### src/rtl/ped_crossing_ctrl.sv
// Pedestrian crossing controller: sits downstream of the traffic-light FSM.
// It synchronises the lamp signals and a raw push-button, debounces and
// latches requests, and grants a timed WALK / flashing DON'T-WALK window at
// the start of a red phase. Any abort or illegal lamp code forces DON'T-WALK.
module ped_crossing_ctrl #(
  parameter int DEB_CYCLES  = 16,
  parameter int DEB_W       = 5,
  parameter int WALK_TICKS  = 4,
  parameter int FLASH_TICKS = 4,
  parameter int CW          = 4
) (
  input  logic          clk,
  input  logic          rst_n,
  input  logic          tick,
  input  logic          red,
  input  logic          yellow,
  input  logic          green,
  input  logic          btn,
  output logic          walk,
  output logic          dont_walk,
  output logic          flash,
  output logic          req_pending,
  output logic [CW-1:0] countdown,
  output logic          abort,
  output logic          lamp_fault
);

  localparam logic [DEB_W-1:0] DEB_LAST = DEB_W'(DEB_CYCLES - 1);
  localparam logic [CW-1:0]    WALK_L   = CW'(WALK_TICKS);
  localparam logic [CW-1:0]    FLASH_L  = CW'(FLASH_TICKS);
  localparam logic [CW-1:0]    WINDOW_L = CW'(WALK_TICKS + FLASH_TICKS);
  localparam logic [CW-1:0]    ONE_L    = CW'(1);

  typedef enum logic [1:0] {IDLE, WALK, FLASH, CLEAR} state_t;

  state_t           state;
  logic [CW-1:0]    tcnt;
  logic [1:0]       red_sy, yellow_sy, green_sy, btn_sy;
  logic             red_d;
  logic             ill_d;
  logic             btn_db, btn_db_d;
  logic [DEB_W-1:0] deb_cnt;

  logic red_s, yellow_s, green_s, btn_s;
  logic red_rise, lamp_legal, db_rise;

  assign red_s    = red_sy[1];
  assign yellow_s = yellow_sy[1];
  assign green_s  = green_sy[1];
  assign btn_s    = btn_sy[1];
  assign red_rise = red_s & ~red_d;
  // Odd parity with not all three set means exactly one lamp is lit.
  assign lamp_legal = (red_s ^ yellow_s ^ green_s) & ~(red_s & yellow_s & green_s);
  assign db_rise  = btn_db & ~btn_db_d;

  // Two-flop synchronisers for the asynchronous lamp and button inputs.
  always_ff @(posedge clk or negedge rst_n) begin
    if (!rst_n) begin
      red_sy    <= '0;
      yellow_sy <= '0;
      green_sy  <= '0;
      btn_sy    <= '0;
      red_d     <= 1'b0;
    end else begin
      red_sy    <= {red_sy[0], red};
      yellow_sy <= {yellow_sy[0], yellow};
      green_sy  <= {green_sy[0], green};
      btn_sy    <= {btn_sy[0], btn};
      red_d     <= red_s;
    end
  end

  // Lamp code check: a single illegal cycle is tolerated as transition skew.
  always_ff @(posedge clk or negedge rst_n) begin
    if (!rst_n) begin
      ill_d      <= 1'b0;
      lamp_fault <= 1'b0;
    end else begin
      ill_d <= ~lamp_legal;
      if (lamp_legal)
        lamp_fault <= 1'b0;
      else if (ill_d)
        lamp_fault <= 1'b1;
    end
  end

  // Button debouncer: level follows btn_s only after a sustained mismatch.
  always_ff @(posedge clk or negedge rst_n) begin
    if (!rst_n) begin
      btn_db   <= 1'b0;
      btn_db_d <= 1'b0;
      deb_cnt  <= '0;
    end else begin
      btn_db_d <= btn_db;
      if (btn_s == btn_db) begin
        deb_cnt <= '0;
      end else if (deb_cnt == DEB_LAST) begin
        btn_db  <= btn_s;
        deb_cnt <= '0;
      end else begin
        deb_cnt <= deb_cnt + 1'b1;
      end
    end
  end

  // Crossing FSM with registered lamp outputs and request latch.
  always_ff @(posedge clk or negedge rst_n) begin
    if (!rst_n) begin
      state       <= IDLE;
      tcnt        <= '0;
      walk        <= 1'b0;
      dont_walk   <= 1'b1;
      flash       <= 1'b0;
      countdown   <= '0;
      abort       <= 1'b0;
      req_pending <= 1'b0;
    end else begin
      abort <= 1'b0;
      if (db_rise)
        req_pending <= 1'b1;
      unique case (state)
        IDLE: begin
          walk      <= 1'b0;
          dont_walk <= 1'b1;
          flash     <= 1'b0;
          countdown <= '0;
          if (req_pending && red_rise && !lamp_fault) begin
            state     <= WALK;
            walk      <= 1'b1;
            dont_walk <= 1'b0;
            tcnt      <= WALK_L;
            countdown <= WINDOW_L;
            // A press landing on this very cycle is kept for a later phase.
            if (!db_rise)
              req_pending <= 1'b0;
          end
        end
        WALK: begin
          if (!red_s || lamp_fault) begin
            state     <= CLEAR;
            abort     <= 1'b1;
            walk      <= 1'b0;
            dont_walk <= 1'b1;
            flash     <= 1'b0;
            countdown <= '0;
          end else if (tick) begin
            countdown <= countdown - ONE_L;
            if (tcnt == ONE_L) begin
              state     <= FLASH;
              tcnt      <= FLASH_L;
              walk      <= 1'b0;
              flash     <= 1'b1;
              dont_walk <= 1'b1;
            end else begin
              tcnt <= tcnt - ONE_L;
            end
          end
        end
        FLASH: begin
          if (!red_s || lamp_fault) begin
            state     <= CLEAR;
            abort     <= 1'b1;
            walk      <= 1'b0;
            dont_walk <= 1'b1;
            flash     <= 1'b0;
            countdown <= '0;
          end else if (tick) begin
            countdown <= countdown - ONE_L;
            if (tcnt == ONE_L) begin
              state     <= CLEAR;
              flash     <= 1'b0;
              dont_walk <= 1'b1;
              countdown <= '0;
            end else begin
              tcnt      <= tcnt - ONE_L;
              dont_walk <= ~dont_walk;
            end
          end
        end
        CLEAR: begin
          walk      <= 1'b0;
          dont_walk <= 1'b1;
          flash     <= 1'b0;
          countdown <= '0;
          if (!red_s && !lamp_fault)
            state <= IDLE;
        end
        default: begin
          state     <= CLEAR;
          walk      <= 1'b0;
          dont_walk <= 1'b1;
          flash     <= 1'b0;
          countdown <= '0;
        end
      endcase
    end
  end

endmodule

### config.mk
export PLATFORM = sky130hd
export DESIGN_NAME = ped_crossing_ctrl
export DESIGN_NICKNAME = d
export VERILOG_FILES = /design/src/rtl/ped_crossing_ctrl.sv
export SDC_FILE = /design/constraint.sdc
export NUM_CORES = 1
export LEC_CHECK = 0
export BUFFER_PORTS_ARGS = -buffer_cell sky130_fd_sc_hd__buf_4
export CAP_MARGIN = 15
export CORE_AREA = 2 2 71 73
export CTS_CLUSTER_SIZE = 24
export DETAILED_ROUTE_END_ITERATION = 10
export DIE_AREA = 0 0 73 75
export PLACE_DENSITY_LB_ADDON = 0.15
export SLEW_MARGIN = 40
export SYNTH_ARGS = -nofsm -noshare
export SYNTH_HDL_FRONTEND = slang
export SYNTH_SLANG_ARGS = --single-unit
### constraint.sdc
create_clock -name clk -period 4.31 [get_ports clk]
set_input_delay 0.862 -clock clk [delete_from_list [all_inputs] [get_ports clk]]
set_output_delay 0.862 -clock clk [all_outputs]
set_load 0.01 [all_outputs]
# == Word level (Yosys, flattened, before mapping) ==
# Cells that the tools add are included.
# word_totals
n_memories,0
ram_bits,0
regBits,33
output_inout_bits,10
elab_cells,120
in_bits,7
latch_bits,0
mem_bits_ro,0
# classes
muxes,50
n_reduce_logical,18
n_mul,0
n_eq_ne,18
shift,0
addsub,3
n_bitwise,13
div_mod_pow,0
magnitude_cmp,0
# op_table
op,n
2-to-1 mux 4 bit,13
2-to-1 mux 1 bit,21
2-to-1 mux 2 bit,8
"!= test 2 bit, second input constant",8
one-hot mux 4 bit (4 select lines),1
"!= test 3 bit, second input constant",4
one-hot mux 4 bit (3 select lines),1
2-to-1 mux 5 bit,2
one-hot mux 1 bit (4 select lines),2
one-hot mux 2 bit (4 select lines),1
"subtractor 4 x 1 -> 4 bit, second input constant",2
AND reduction 7 bit,1
NOT 1 bit,6
AND reduction 3 bit,2
AND reduction 6 bit,1
"adder 5 x 1 -> 5 bit, second input constant",1
bitwise AND 1 bit,5
"== test 5 x 4 -> 1 bit, second input constant",1
"== test 2 bit, second input constant",2
"== test 4 x 1 -> 1 bit, second input constant",1
AND reduction 2 bit,2
AND reduction 4 bit,1
OR reduction 2 bit,2
logical AND 1 bit,3
9 further kinds,11

# == Logic depth before layout (Yosys ltp) ==
# Gate-level depths: netlist of the first run.
# depth
depth_word,6
ltp_mapped,7
mapped_depth_nobuf,7

# == Worst setup path after synthesis of the first run ==
# OpenSTA, ideal clock, no wires.
# synth_path
path_type,reg-to-reg
startpoint,reg state[0]
endpoint,reg state[1]
setup_slack_ns,2.365
required_ns,4.185
synth_period_minus_slack_ns,1.945
stages_incl_launch_ff,7
setup_time_ns,0.125
path_buffers,0
arrival_time_ns,1.819
path_cell_list,dfrtp_1 inv_1 ha_1 nor2_1 nor2_1 a221o_2 mux2_4
# synth_via
elab_chain_len,3
word_cells_on_any_way,12
# synth_lines
item,line,text
from (decl),36,state_t state;
from (signal assigned),109,state <= IDLE;
from (signal assigned),128,state <= WALK;
from (signal assigned),140,state <= CLEAR;
== test 2 bit (tied with other cells),121,unique case (state)
!= test 3 bit (no line) or != test 2 bit (tied branches),-,
AND reduction 6 bit (no line),-,
# Several ways; a longest one is shown, not always the timed one.
# A chain may end at the register's enable or synchronous reset.

# == Worst setup path in the final report of the first run ==
# Same ends and word-level chain as after synthesis.

==> impl_metrics.py, run 1 <==
metrics = {
    "run_status": {
        "outcome": "finished clean",
    },
    "setup_path": {
        "worst_setup_path_end_kind": "flop",
        "crit_fanout": 7,
        "reg2reg_depth": 6,
        "crit_required_ns": 4.47,
        "r2r_start": "state[0]$_DFFE_PN0P_",
        "cp_slowest_stage_delay_ns": 0.46,
        "critPathCapture": "state[1]$_DFFE_PN0P_",
        "cp_top_family": "flip-flops",
        "worstSetupPathDepth": 6,
        "r2r_slack_ns": 2.12,
        "worstPathCellList": "inv_1 > ha_1 > nor2_1 > nor2_1 > a221o_2 > mux2_4",
        "worstSetupPathType": "reg2reg",
        "cp_num_buf_inv": 1,
        "path_common_cell": "nor2_1",
        "critPathLaunch": "state[0]$_DFFE_PN0P_",
        "timing.rr.end": "state[1]$_DFFE_PN0P_",
        "cp-start-kind": "flop",
        "slowest_stage": "dfrtp_1",
        "critPathArrivalTime_ns": 2.35,
    },
    "grt": {
        "grt_remaining_overflow": 0,
        "grt_use_met3_pct": 4.28,
        "grt_pass1_vias": 1096,
        "track_usage_pct": 12.3,
        "grt_first_pass_wirelength_um": 5090,
        "grt_use_met1_pct": 15.2,
        "grt_max_degree": 34,
        "grt_antenna_before_repair": 0,
        "use_met2_pct": 19.3,
        "busiest_layer": "met2",
    },
    "clocking": {
        "clkTransAtPathRegs_ns": 0.07,
        "clk_path_buf_depth": 2,
        "cts_tree": "done",
        "htree_levels": 2,
        "clk_latency_ns": 0.29,
        "cts_resized": 0,
        "cts-hold-fix-buffers": 0,
        "cts_root_buf": "clkbuf_8",
        "cts_buffers": 5,
        "clkSinkCount": 33,
        "cts_setup_buffers": 0,
    },
    "floorplan": {
        "rows": 25,
        "die_w_um": 73,
        "die_y_um": 75,
        "die_area_um2": 5480,
        "initial_core_util_pct": 33.7,
        "ioPinCount": 17,
        "core_um2": 4660,
    },
    "timing": {
        "min_period_over_period_pct": 50.7,
        "hold_viol": 0,
        "max_freq_mhz": 457,
        "rsz0062_at_grt": "no",
        "relSlewSlack_pct": 66.8,
        "final.min_clock_period_ns": 2.19,
        "final.setup_skew_ns": 0.0105,
        "setup_viol": 0,
        "tightest_slew_ns": 0.494,
        "tns_ns": 0,
        "slew_violations": 0,
        "hold_ws_ns": 0.350,
    },
    "yosys": {
        "syn_nets": 161,
        "synth_top_cell_area_share_pct": 50.9,
        "ys.warnings.count": 0,
        "synth_edf_count": 0,
        "avgSynthCellArea_um2": 11.1,
        "synth_mux_area_share_pct": 3.02,
        "yosysUniqueCellTypes": 42,
        "ys_seq_elements": 33,
        "async_flop_share_pct": 100,
        "synthFlopType": "dfrtp_1",
        "synth-compound-area-share_pct": 14.6,
        "synth-simple-area-share_pct": 15.4,
        "yosys.area.top_type": "dfrtp_1",
        "synthTopCellsByArea": "dfrtp_1 (51%), ha_1 (9.5%), inv_1 (2.9%)",
        "syn_inst": 142,
        "synth_top_family_by_area": "simple AND/OR/NAND/NOR gates",
        "synth_area_um2": 1570,
        "synth_xor_area_share_pct": 1.67,
        "synth-adder-area-share_pct": 9.55,
        "yosysSeqAreaShare_pct": 52.6,
    },
    "layout": {
        "syn_to_final_growth_pct": 18.9,
        "finalNetCount": 183,
        "multi_input_comb_area_um2": 696,
        "postLayoutCellArea_um2": 1870,
        "num-fill-cells": 444,
        "drive_gt1_share_pct": 21.2,
        "register_area_um2": 827,
        "n_antenna_cell": 0,
    },
    "place": {
        "routabilityCongestion": 0.810,
        "hpwlAfterDp_um": 2150,
        "place_area_um2": 1760,
        "port_buffers": 16,
    },
    "routing": {
        "drc": 0,
        "ant_nets": 0,
        "drt_iter0_drc": 88,
        "wl_per_cell_um": 13.2,
        "routed_wl_um": 2900,
        "detail_route.first_pass.iterations": 4,
        "vias": 1102,
        "drt-vias-per-instance": 5.03,
    },
    "power": {
        "power_density_nw_per_um2": 623,
        "vdd_drop_max_v": 0.000247,
        "cellLeakagePower_nw": 0.900,
    },
    "min_path": {
        "min_path_type": "reg2reg",
    },
    "flow_run": {
        "drv_cap": 0,
    },
}
[flip-flops by register name, indices dropped and copies added, names as in the netlist]
register and count:
deb_cnt 5, countdown 4, tcnt 4, btn_sy 2, green_sy 2, red_sy 2, state 2, yellow_sy 2
abort 1, btn_db 1, btn_db_d 1, dont_walk 1, flash 1, ill_d 1, lamp_fault 1, red_d 1
req_pending 1, walk 1
[cell usage after synthesis (3+ instances only)]
cell,count
dfrtp_1,32
ha_1,12
inv_1,12
nand2_1,10
nor2_1,8
o21ai_0,7
nand3_1,6
nor3_1,4
o31ai_1,4
a21o_1,3
a21oi_1,3
a31oi_1,3
and2_1,3
or3_1,3
xor2_1,3
[cells by family (layout without fill, tap and decap cells)]
kind of cell	Yosys count	after routing
flip-flops	33	33
buffers and inverters	13	36
AND/OR/NAND/NOR	44	44
XOR/XNOR	3	3
adder cells (fa/ha/maj)	12	12
multiplexers	4	4
AO/OA/AOI/OAI	33	33
[report_power, final]
part	internal, mW	switching [mW]
Sequential	0.371	0.0565
Combinational	0.209	0.235
Clock	0.173	0.121
[cell usage in the layout, fill, tap and decap left out, types with 2 or more instances in the layout]
master    instances
inv_1            12
clkbuf_8          5
nor3_1            4
xor2_1            3
a21oi_1           3
ha_1             12
a31oi_1           3
mux2_2            2
nor2_1            8
nand3_1           6
and2_1            3
a21o_1            3
o31ai_1           4
nand2_1          10
dfrtp_1          32
o21ai_0           7
a21boi_0          2
buf_4            16
or3_1             3
[layer usage]
metal | share of wire [%] | wire, um
met5 | 0 | 0
met4 | 1.5 | 44
met1 | 47 | 1360
met3 | 4.1 | 118
met2 | 47 | 1370
[worst reg2reg max path, cell delays in order, from the launching register on]
cell     delay, ns
dfrtp_1       0.46
inv_1         0.14
ha_1          0.29
nor2_1        0.30
nor2_1        0.12
a221o_2       0.44
mux2_4        0.31
[how the worst min path moves through the flow]
stage | start | to | slack, ns | cells past startpoint
finish | red_sy[0]$_DFF_PN0_ | red_sy[1]$_DFF_PN0_ | 0.35 | 0
global route | btn_sy[0]$_DFF_PN0_ | btn_sy[1]$_DFF_PN0_ | 0.36 | 0
CTS | red_sy[0]$_DFF_PN0_ | red_sy[1]$_DFF_PN0_ | 0.35 | 0
detailed placement | red_sy[0]$_DFF_PN0_ | red_sy[1]$_DFF_PN0_ | 0.33 | 0
global placement | green_sy[0]$_DFF_PN0_ | green_sy[1]$_DFF_PN0_ | 0.33 | 0
floorplan | btn_sy[0]$_DFF_PN0_ | btn_sy[1]$_DFF_PN0_ | 0.33 | 0
[through the flow]
stage | total power, mW | instances | setup WS (ns) | utilization (%)
final | 1.17 | 219 | 2.12 | 40.1
after global routing | 1.26 | 219 | 1.92 | 40.1
after CTS | 1.18 | 219 | 2.14 | 40.1
after detailed placement | 0.880 | 211 | 2.15 | 37.7
after global placement | 0.870 | 211 | 2.26 | 37.7
after floorplan | 0.749 | 142 | 2.37 | -
[layout make-up]
type                            count  area share, %
Clock inverter                      3           2.47
Timing Repair Buffer               16           6.42
Multi-Input combinational cell     96           37.2
Tap cell                           54           3.61
Sequential cell                    33           44.2
Clock buffer                        5           3.68
Inverter                           12           2.41
No activity file was read; power rests on OpenSTA's default activity.
==> run 2, diff against run 1 <==
ABC_AREA = 1   (was unset)
CORE_AREA = 2 2 73 75   (was 2 2 71 73)
DIE_AREA = 0 0 75 77   (was 0 0 73 75)
clock period = 2.1 ns   (was 4.31 ns; I/O delays follow)
==> run 2 against run 1 <==
Register-to-register slack got worse by 1.8 ns. Global-route usage decreased by 0.16 points. Count of clock-buffer cells in the layout increased by 1. Die area increased by 5.5%. Wire length increased by 2.8%. Worst setup slack got worse by 1.8 ns. Core utilization increased by 0.16 points. Worst hold slack got worse by 0.29 ns. Sequential share of layout area decreased by 3.0 points. Sequential cell count unchanged. Synthesized area increased by 6.7%. Largest cell class unchanged.
==> impl_metrics.py, run 2 <==
metrics = {
    "routing": {
        "detail_route.first_pass.iterations": 4,
        "drt-vias-per-instance": 4.25,
        "vias": 1198,
        "drt_iter0_drc": 78,
        "ant_nets": 0,
        "routed_wl_um": 2980,
        "wl_per_cell_um": 10.6,
        "drc": 0,
    },
    "place": {
        "hpwlAfterDp_um": 2200,
        "routabilityCongestion": 0.797,
        "place_ws_ns": 0.318,
        "port_buffers": 16,
        "dp.cells": 274,
        "place_area_um2": 1890,
    },
    "layout": {
        "num-fill-cells": 499,
        "largest_reg_flops": 5,
        "final_common_cell": "nand2_1",
        "finalNetCount": 230,
        "reg.largest.list": "deb_cnt x5, countdown x4, tcnt x4",
        "n_antenna_cell": 0,
        "fin_cells": 282,
        "syn_to_final_growth_pct": 19.5,
        "drive_gt1_share_pct": 20.3,
        "final_core_util_pct": 40.3,
        "postLayoutCellArea_um2": 2010,
        "top_register": "deb_cnt",
        "final_cell_mix": "nand2_1 (45), dfrtp_1 (32), inv_1 (24)",
    },
    "floorplan": {
        "rows": 26,
        "die_area_um2": 5780,
        "die_w_um": 75,
        "die_y_um": 77,
        "ioPinCount": 17,
        "initial_core_util_pct": 33.7,
        "core_um2": 4980,
    },
    "timing": {
        "slew_violations": 0,
        "setup_viol": 0,
        "min_period_over_period_pct": 85.1,
        "tns_ns": 0,
        "final.setup_skew_ns": 0.00525,
        "max_freq_mhz": 560,
        "relSlewSlack_pct": 72.6,
        "tightest_slew_ns": 0.411,
        "hold_viol": 0,
        "layout_setup_ws_ns": 0.313,
        "hold_ws_ns": 0.0552,
        "rsz0062_at_grt": "no",
        "final.min_clock_period_ns": 1.79,
    },
    "yosys": {
        "syn_nets": 207,
        "synth_top_cell_area_share_pct": 47.7,
        "yosys-top-cells-count": "nand2_1 (45), dfrtp_1 (32), inv_1 (24)",
        "ys_seq_elements": 33,
        "avgSynthCellArea_um2": 8.92,
        "synth_area_um2": 1680,
        "ys.warnings.count": 0,
        "syn_inst": 188,
        "synthFlopType": "dfrtp_1",
        "synthTopCellsByArea": "dfrtp_1 (48%), nand2_1 (10%), ha_1 (8.9%)",
        "synth_edf_count": 0,
        "async_flop_share_pct": 100,
        "yosysMostFrequentCell": "nand2_1",
        "yosysSeqAreaShare_pct": 49.3,
        "yosys.area.top_type": "dfrtp_1",
        "yosysUniqueCellTypes": 27,
    },
    "grt": {
        "grt_remaining_overflow": 0,
        "grt_antenna_before_repair": 0,
        "grt_pass1_vias": 1187,
        "grt_max_degree": 34,
        "track_usage_pct": 12.1,
        "grt_first_pass_wirelength_um": 5380,
    },
    "clocking": {
        "htree_levels": 2,
        "cts_tree": "done",
        "cts_resized": 0,
        "clkSinkCount": 33,
        "clk_path_buf_depth": 2,
        "clk_latency_ns": 0.29,
        "cts-hold-fix-buffers": 0,
        "cts_buffers": 5,
        "clkTransAtPathRegs_ns": 0.07,
        "cts_root_buf": "clkbuf_8",
        "cts_setup_buffers": 0,
    },
    "min_path": {
        "min_path_type": "in2async",
    },
    "power": {
        "p_int_mw": 1.60,
        "cellLeakagePower_nw": 1.03,
        "combPwrFrac_pct": 42.8,
        "p_seq_share_pct": 33.3,
        "switchingPower_mw": 1.04,
        "vdd_drop_max_v": 0.000507,
        "power_density_nw_per_um2": 1320,
        "clkPwrFrac_pct": 23.9,
        "netSwitchingFraction_pct": 39.4,
        "total_power_mw": 2.64,
    },
    "run_status": {
        "outcome": "finished clean",
    },
    "setup_path": {
        "cp-start-kind": "flop",
        "critPathLaunch": "state[0]$_DFFE_PN0P_",
        "worst_setup_path_end_kind": "flop",
        "critPathArrivalTime_ns": 1.97,
        "worstSetupPathType": "reg2reg",
        "crit_required_ns": 2.28,
        "crit_fanout": 10,
        "r2r_start": "state[0]$_DFFE_PN0P_",
    },
    "flow_run": {
        "drv_cap": 0,
    },
}
run 2: cell count changes after synthesis, sizes merged, moves of 3 or more:
cell,previous run,this run
a21o,4,0
a21oi,3,8
a31oi,3,0
and2,3,0
inv,12,25
mux2,3,0
nand2,10,51
nand3,6,9
nor2,8,25
o31ai,4,0
or3,3,0
run 2: cell families (layout without fill, tap and decap cells):
logic type | Yosys count | after routing | share of synthesized area (%)
xor gates and xnor gates | 3 | 3 | 1.57
DFF | 33 | 33 | 49.3
AOI/OAI and AO/OA | 22 | 22 | 7.38
and+or+nand+nor | 93 | 93 | 27.2
adders and majority gates | 12 | 12 | 8.95
buffers and inverters | 25 | 49 | 5.59
run 2: power by group through the flow:
stage	logic, mW	registers (mW)	clock network [mW]
6_report	1.13	0.880	0.632
5_1_grt	1.30	0.904	0.679
4_1_cts	1.14	0.883	0.650
3_5_place_dp	1.14	0.894	0
3_3_place_gp	1.15	0.893	0
2_1_floorplan	0.823	0.898	0
run 2: area by class of cell:
cell class	instances	area (um^2)	area share, %
multi-input combinational	130	757	37.7
clock inverter	2	37.5	1.87
clock buffer	6	82.6	4.12
tap	70	87.6	4.37
sequential	33	827	41.2
inverter	25	93.8	4.68
timing repair buffer	16	120	5.99
run 2: path summary, 6_finish.rpt:
check | cells after the start | to | slack [ns]
worst min-delay path | 1 | tcnt[0]$_DFFE_PN0P_ | 0.06
max in group asynchronous | 1 | dont_walk$_DFFE_PN1P_ | 1.70
worst min register to register | 0 | green_sy[1]$_DFF_PN0_ | 0.35
worst max-delay path | 10 | state[0]$_DFFE_PN0P_ | 0.31
min in group clk | 1 | btn_sy[0]$_DFF_PN0_ | 0.23
worst max register to register | 10 | state[0]$_DFFE_PN0P_ | 0.31
run 2: worst max-delay path, cell delays in order, from the launching register on:
cell and delay [ns]:
dfrtp_1 0.49, inv_1 0.12, ha_1 0.31, nor2_2 0.23, nor2_4 0.06, nand2_4 0.11, nand2_2 0.08, nor2_1 0.08
nand2_1 0.07, nand2_1 0.06, nand2_1 0.05
run 2: routing by layer:
metal	GRT usage, %	wire length (um)
met2	17.8	1330
met5	0	0
met1	15.8	1450
met3	4.34	137
met4	5.36	55
==> run 3, diff against run 2 <==
ABC_AREA = unset   (was 1)
CORE_AREA = 2 2 71 73   (was 2 2 73 75)
DIE_AREA = 0 0 73 75   (was 0 0 75 77)
==> run 3 against run 2 <==
Worst hold slack improved by 0.012 ns. Count of clock-buffer cells in the layout up 1. Highest routed layer unchanged. Sequential share of layout area up 2.4 points. Critical path depth decreased by 4. Critical endpoint is now state[1]$_DFFE_PN0P_.
==> impl_metrics.py, run 3 (synthesized netlist as in run 1, its figures left out) <==
metrics = {
    "run_status": {
        "outcome": "finished clean",
    },
    "clocking": {
        "cts_buffers": 5,
        "htree_levels": 2,
        "clk_latency_ns": 0.28,
        "cts-hold-fix-buffers": 0,
        "cts_tree": "done",
        "clkTransAtPathRegs_ns": 0.07,
        "cts_root_buf": "clkbuf_8",
        "clk_path_buf_depth": 2,
        "clkSinkCount": 33,
    },
    "grt": {
        "grt_pass1_vias": 1197,
        "grt_max_degree": 34,
        "track_usage_pct": 12.9,
        "grt_antenna_before_repair": 0,
        "grt_remaining_overflow": 0,
        "grt_first_pass_wirelength_um": 5360,
    },
    "setup_path": {
        "timing.rr.end": "state[1]$_DFFE_PN0P_",
        "worstPathCellList": "inv_1 > ha_1 > nor2_2 > nor2_1 > a221o_2 > mux2_4",
        "r2r_start": "state[0]$_DFFE_PN0P_",
        "cp_num_buf_inv": 1,
        "cp_slowest_stage_delay_ns": 0.44,
        "crit_fanout": 7,
        "cp-start-kind": "flop",
        "critPathArrivalTime_ns": 2.09,
        "worstSetupPathType": "reg2reg",
        "worst_setup_path_end_kind": "flop",
        "r2r_slack_ns": 0.18,
        "reg2reg_depth": 6,
        "slowest_stage": "a221o_2",
        "cp_top_family": "compound AO/OA/AOI/OAI gates",
        "crit_required_ns": 2.27,
    },
    "layout": {
        "n_antenna_cell": 0,
        "num-fill-cells": 457,
        "drive_gt1_share_pct": 24.7,
        "syn_to_final_growth_pct": 20.7,
        "register_area_um2": 828,
        "largest_reg_flops": 5,
        "top_register": "deb_cnt",
        "final_common_cell": "dfrtp_1",
        "final_cell_mix": "dfrtp_1 (31), buf_4 (21), inv_1 (12), ha_1 (12), nand2_1 (10)",
        "finalNetCount": 188,
        "multi_input_comb_area_um2": 698,
        "reg.largest.list": "deb_cnt x5, countdown x4, tcnt x4",
    },
    "timing": {
        "rsz0062_at_grt": "no",
        "max_freq_mhz": 521,
        "final.min_clock_period_ns": 1.92,
        "final.setup_skew_ns": 0.00344,
        "tightest_slew_ns": 0.407,
        "hold_viol": 0,
        "setup_viol": 0,
        "min_period_over_period_pct": 91.4,
        "slew_violations": 0,
        "tns_ns": 0,
        "relSlewSlack_pct": 72.6,
        "hold_ws_ns": 0.0669,
    },
    "floorplan": {
        "die_w_um": 73,
        "initial_core_util_pct": 33.7,
        "die_y_um": 75,
        "ioPinCount": 17,
        "rows": 25,
        "die_area_um2": 5480,
        "core_um2": 4660,
    },
    "place": {
        "routabilityCongestion": 0.871,
        "hpwlAfterDp_um": 2190,
        "port_buffers": 16,
    },
    "routing": {
        "drc": 0,
        "ant_nets": 0,
        "detail_route.first_pass.iterations": 4,
        "wl_per_cell_um": 13.2,
        "routed_wl_um": 2960,
        "drt-vias-per-instance": 5.01,
        "vias": 1123,
        "drt_iter0_drc": 88,
    },
    "power": {
        "cellLeakagePower_nw": 0.924,
        "power_density_nw_per_um2": 1270,
        "vdd_drop_max_v": 0.000514,
    },
    "flow_run": {
        "drv_cap": 0,
    },
    "min_path": {
        "min_path_type": "in2async",
    },
}
[run 3: how the worst max path moves through the flow]
stage / slack [ns] / start / endpoint / depth (start not counted)
floorplan: 0.16 / state[0]$_DFFE_PN0P_ / state[1]$_DFFE_PN0P_ / 6
global placement: 0.18 / state[0]$_DFFE_PN0P_ / tcnt[1]$_DFFE_PN0P_ / 6
detailed placement: 0.06 / state[0]$_DFFE_PN0P_ / tcnt[1]$_DFFE_PN0P_ / 6
CTS: 0.05 / state[0]$_DFFE_PN0P_ / state[1]$_DFFE_PN0P_ / 6
global route: 0.07 / state[1]$_DFFE_PN0P_ / flash$_DFFE_PN0P_ / 7
finish: 0.18 / state[0]$_DFFE_PN0P_ / state[1]$_DFFE_PN0P_ / 6
[run 3: layout make-up]
cell class              instances  share of cell area, %
inverters                      12                   2.37
well taps                      54                   3.56
repair buffers                 21                   8.31
clock inverters                 1                  0.264
clock buffers                   7                   5.08
flip-flops and latches         33                   43.6
multi-input cells              96                   36.8
[run 3: power breakdown]
group	internal [mW]	leakage, nW	switching, mW
Clock	0.296	0.0542	0.229
Sequential	0.764	0.415	0.116
Combinational	0.497	0.455	0.510
Total	1.56	0.924	0.855
[run 3: repair_timing]
| item | in CTS | in global routing |
|---|---|---|
| gates resized for setup | 0 | 2 |
| buffers inserted | 0 | 1 |
| setup endpoints to repair | 0 | 6 |
[run 3: worst reg2reg max path, delay by kind of cell, from the launching register on]
family | cells | cell delay, ns
adders and majority gates | 1 | 0.25
muxes | 1 | 0.31
buffers and inverters | 1 | 0.11
AOI/OAI and AO/OA | 1 | 0.44
and+or+nand+nor | 2 | 0.28
DFF | 1 | 0.43
[run 3: through the flow]
| step | utilization [%] | area, um^2 | instances | setup slack, ns | total power [mW] |
|---|---|---|---|---|---|
| 2_1_floorplan | - | 1570 | 142 | 0.155 | 1.54 |
| 3_3_place_gp | 38.3 | 1790 | 215 | 0.179 | 1.84 |
| 3_5_place_dp | 38.3 | 1790 | 215 | 0.0564 | 1.87 |
| 4_1_cts | 40.5 | 1890 | 223 | 0.0464 | 2.42 |
| 5_1_grt | 40.7 | 1900 | 224 | 0.0703 | 2.63 |
| 6_report | 40.7 | 1900 | 224 | 0.180 | 2.41 |
[run 3: layer usage]
layer / up-vias / share of wire [%] / global-route usage (%) / wire length (um)
li1: 559 / - / - / -
met1: 539 / 47 / 14.8 / 1380
met2: 21 / 49 / 22.6 / 1450
met3: 4 / 3.4 / 4.15 / 100
met4: 0 / 0.95 / 4.94 / 28
met5: - / 0 / 0 / 0
